<file path="config.mk">
export PLATFORM = sky130hd
export DESIGN_NAME = mbist_rd_pipe
export DESIGN_NICKNAME = d
export VERILOG_FILES = /design/src/rtl/mbist_rd_pipe.sv
export SDC_FILE = /design/constraint.sdc
export NUM_CORES = 1
export LEC_CHECK = 0
export CORE_AREA = 3 3 40 42
export DETAILED_ROUTE_END_ITERATION = 12
export DIE_AREA = 0 0 43 45
export DONT_BUFFER_PORTS = 1
export HOLD_SLACK_MARGIN = 0.03
export PLACE_DENSITY = 0.36
export SYNTH_ARGS = -nofsm -noshare
export SYNTH_HDL_FRONTEND = slang
export SYNTH_SLANG_ARGS = --single-unit
</file>
<file path="constraint.sdc">
create_clock -name clk -period 1.3 [get_ports clk]
set_input_delay 0.26 -clock clk [delete_from_list [all_inputs] [get_ports clk]]
set_output_delay 0.26 -clock clk [all_outputs]
set_load 0.02 [all_outputs]
</file>
<file path="src/rtl/mbist_rd_pipe.sv">
// ---------------------------------------------------------------------------
// mbist_rd_pipe
// Delays the {valid, addr} tag of each issued read by RD_LAT cycles so the
// tag emerges on the same cycle the memory returns the matching data.
//
// Ports:
//   clk       clock
//   clr_n     synchronous active-low clear of the valid bits
//   rd_vld    a read is being issued this cycle
//   rd_addr   address of the issued read
//   cmp_vld   tag emerging from the pipe is valid
//   cmp_addr  address carried by the emerging tag
//   pipe_busy at least one valid tag is still in flight
// ---------------------------------------------------------------------------
module mbist_rd_pipe #(
  parameter int ADDR_W = 8,
  parameter int RD_LAT = 1
) (
  input  logic              clk,
  input  logic              clr_n,
  input  logic              rd_vld,
  input  logic [ADDR_W-1:0] rd_addr,
  output logic              cmp_vld,
  output logic [ADDR_W-1:0] cmp_addr,
  output logic              pipe_busy
);

  logic [RD_LAT-1:0] vld_q;
  logic [ADDR_W-1:0] addr_q [RD_LAT];

  always_ff @(posedge clk) begin
    if (!clr_n) begin
      vld_q <= '0;
    end else begin
      vld_q[0] <= rd_vld;
      for (int i = 1; i < RD_LAT; i++) begin
        vld_q[i] <= vld_q[i-1];
      end
    end
  end

  // NOTE: the address stages are a plain shift array with no reset; their
  // contents only matter when the matching valid bit is set, and the valid
  // bits are cleared above.
  always_ff @(posedge clk) begin
    addr_q[0] <= rd_addr;
    for (int i = 1; i < RD_LAT; i++) begin
      addr_q[i] <= addr_q[i-1];
    end
  end

  assign cmp_vld   = vld_q[RD_LAT-1];
  assign cmp_addr  = addr_q[RD_LAT-1];
  assign pipe_busy = |vld_q;

endmodule

</file>
After elaboration in Yosys (flattened, before gate mapping)
Memories as Yosys holds them, arrays and structs flattened.
Cells that the tools add are included.

storage, ports and cells
  memories = 1
  word-level logic and storage cells = 2
  input bits = 11
  output and inout bits = 10
  bits in registers = 1
  memory bits (writable) = 8

memories
  name    depth  bits a word  rd ports  clocked after Yosys merged registers in  write ports  line  source
  addr_q  1      8            1         0                                        1            29    logic [ADDR_W-1:0] addr_q [RD_LAT];

Logic depth before layout (Yosys ltp)
  word-level depth = 0
  depth in mapped cells = 1
  depth with buffers taken out = 1

Least setup slack after synthesis
OpenSTA, ideal clock, no wires.

  path type = flip-flop to output port
  from = reg vld_q, in the netlist cmp_vld
  to = out pipe_busy
  arrival time = 595 ps
  path buffers = 1
  cell stages (with the launch flop) = 2
  data required time = 1040 ps
  setup slack = 445 ps
  cells stage by stage = dfxtp_1 > buf_4

RTL lines
  item                              line  source
  start: declaration                28    logic [RD_LAT-1:0] vld_q;
  start signal: indexed assignment  37    vld_q[i] <= vld_q[i-1];
  end: declaration                  25    output logic pipe_busy

No word-level cell between the ends.

Final worst setup path
  from = reg vld_q, in the netlist cmp_vld
  to = out cmp_vld

RTL lines
  item              line  source
  end: declaration  23    output logic cmp_vld,

No word-level cell between the ends.

==> key figures <==
STA
  – Maximum clock frequency: 945 MHz
  – Hold Slack: 0.136 ns
  – Max Transition Viols Final: 0
  – Fin crit period: 1.06 ns
  – Final Cycle Share: 81.4%
  – Setup TNS: 0 ns
  – Worst slew margin: 73.9%
  – Tightest Pin Transition: 0.391 ns
  – Unrepaired setup endpoints after global routing: no
  – Fin. Hold Viols: 0
  – Final setup fails: 0

GRT
  – Largest net degree at the start of global routing: 6
  – Vias in the first global route: 141
  – Initial antenna violation count: 0
  – Total GRT Usage: 4.35%
  – Gr ovfl total: 0
  – First-pass GRT wire length: 531 um

Setup path
  – Worst Path Class, Setup: reg -> out
  – Crit. End Element: output port
  – Crit path DAT: 0.80 ns
  – Crit-path max FO: 2
  – Critical Path Source Type: register
  – CP required: 1.04 ns
  – Levels on crit path: 0

Floorplanning
  – # rows: 13
  – Initial core utilization: 15.1%
  – Core Area: 0.00128 mm^2
  – IO Count: 21
  – Die area: 0.00194 mm^2
  – Die H: 45 um
  – Horiz. Die Dim: 43 um

Power
  – Power per standard cell area: 1710 mW/mm^2
  – Leakage power: 0.127 nW
  – VDD IR-drop max: 0.000710 V

Synth
  – Syn_nets: 22
  – Synth warnings: 0
  – Syn Area/Cell: 17.6 um^2
  – Top post-synthesis cells by area: dfxtp_1, buf_4, and2_1
  – Mapped Cells: 11
  – Sequential fraction of the synthesis area: 92.9%
  – Post-synthesis cell type count: 3
  – Post-synth top area share: 92.9%
  – Cell area after synthesis: 194 um^2
  – Cell taking the most area after synthesis: dfxtp_1
  – Synth Register Bits: 9

Route
  – First drt pass iteration count: 1
  – Vias: 120
  – Mean number of vias per cell: 3.24
  – Final WL: 375 um
  – DRC Markers: 0
  – Avg WL per Cell: 10.1 um
  – Starting DRT DRC Count: 0
  – Post-DRT Antenna Nets: 0

Finish
  – Diodes inserted: 0
  – P&R area growth vs syn: 60.6%
  – Post-Layout Cell Count: 37
  – Final #Nets: 34
  – Share of cells above drive strength 1: 13.6%

Clock network
  – Max Root-Sink Buffers: 2
  – Clock-pin slew on the worst setup and hold paths: 0.05 ns
  – Num CTS Buffers: 3
  – CTS Sinks: 9
  – CTS tree: yes
  – Clock root cell: clkbuf_4
  – H-tree levels: 1
  – Post-CTS sizing: 0

Job
  – Max-Cap Viols: 0

Min path
  – Worst min path class: in -> reg
  – WHS Path Cells: 1

Outcome
  – Run status: completed

Placement
  – # placed instances: 25
  – Port Buf Inserts: 0
  – GPL Wtd Cong: 0.537
[area by class of cell]
cell class              instances  area [um^2]
fillers                       134          973
repair buffers                  8         80.1
flip-flops and latches          9          180
clock buffers                   4         26.3
multi-input cells               1         6.26
well taps                      15         18.8
[routing by layer]
layer | GRT usage, % | wire length, um | vias to the layer above
li1 | - | - | 55
met1 | 2.93 | 136 | 48
met2 | 7.49 | 178 | 17
met3 | 5.98 | 60 | 0
met4 | 0 | 0 | 0
met5 | 0 | 0 | -
[worst paths after layout]
check                 slack, ns    start  endpoint
worst max-delay path       0.24  cmp_vld   cmp_vld
worst min-delay path       0.14   rd_vld   cmp_vld
[logic make-up after synthesis]
group / share of synthesized area, %
simple gates: 3.23
buf+inv: 3.87
flops: 92.9
[flip-flops by register name, summed over array words and instances, names as in the netlist]
name / count
cmp_vld: 1
addr_q: 8
[power breakdown]
group,switching (mW),internal [mW],leakage (nW)
logic,0.00305,0.0166,0.0361
registers,0.0269,0.291,0.0758
clock network,0.0768,0.117,0.0150
total,0.107,0.425,0.127
[timing repair]
item	in CTS	in global routing
hold endpoints to repair	8	0
hold buffers	8	0
buffers inserted	0	0
[cells in the final DEF (no fill, tap or decap)]
| cell | count |
|---|---|
| dfxtp_1 | 9 |
| clkbuf_1 | 1 |
| dlygate4sd3_1 | 8 |
| and2_1 | 1 |
| clkbuf_4 | 3 |
[cell usage after synthesis (all sizes together)]
| master | count |
|---|---|
| dfxtp | 9 |
| and2 | 1 |
| buf | 1 |
[stage by stage]
stage	cell area (um^2)	setup WS, ns	util (%)	total power [mW]
detailed placement	205	0.498	16.0	0.326
floorplan	194	0.445	-	0.326
finish	312	0.242	24.2	0.532
global placement	205	0.502	16.0	0.326
CTS	312	0.221	24.2	0.546
global route	312	0.200	24.2	0.568
No activity file was read; power rests on OpenSTA's default activity.
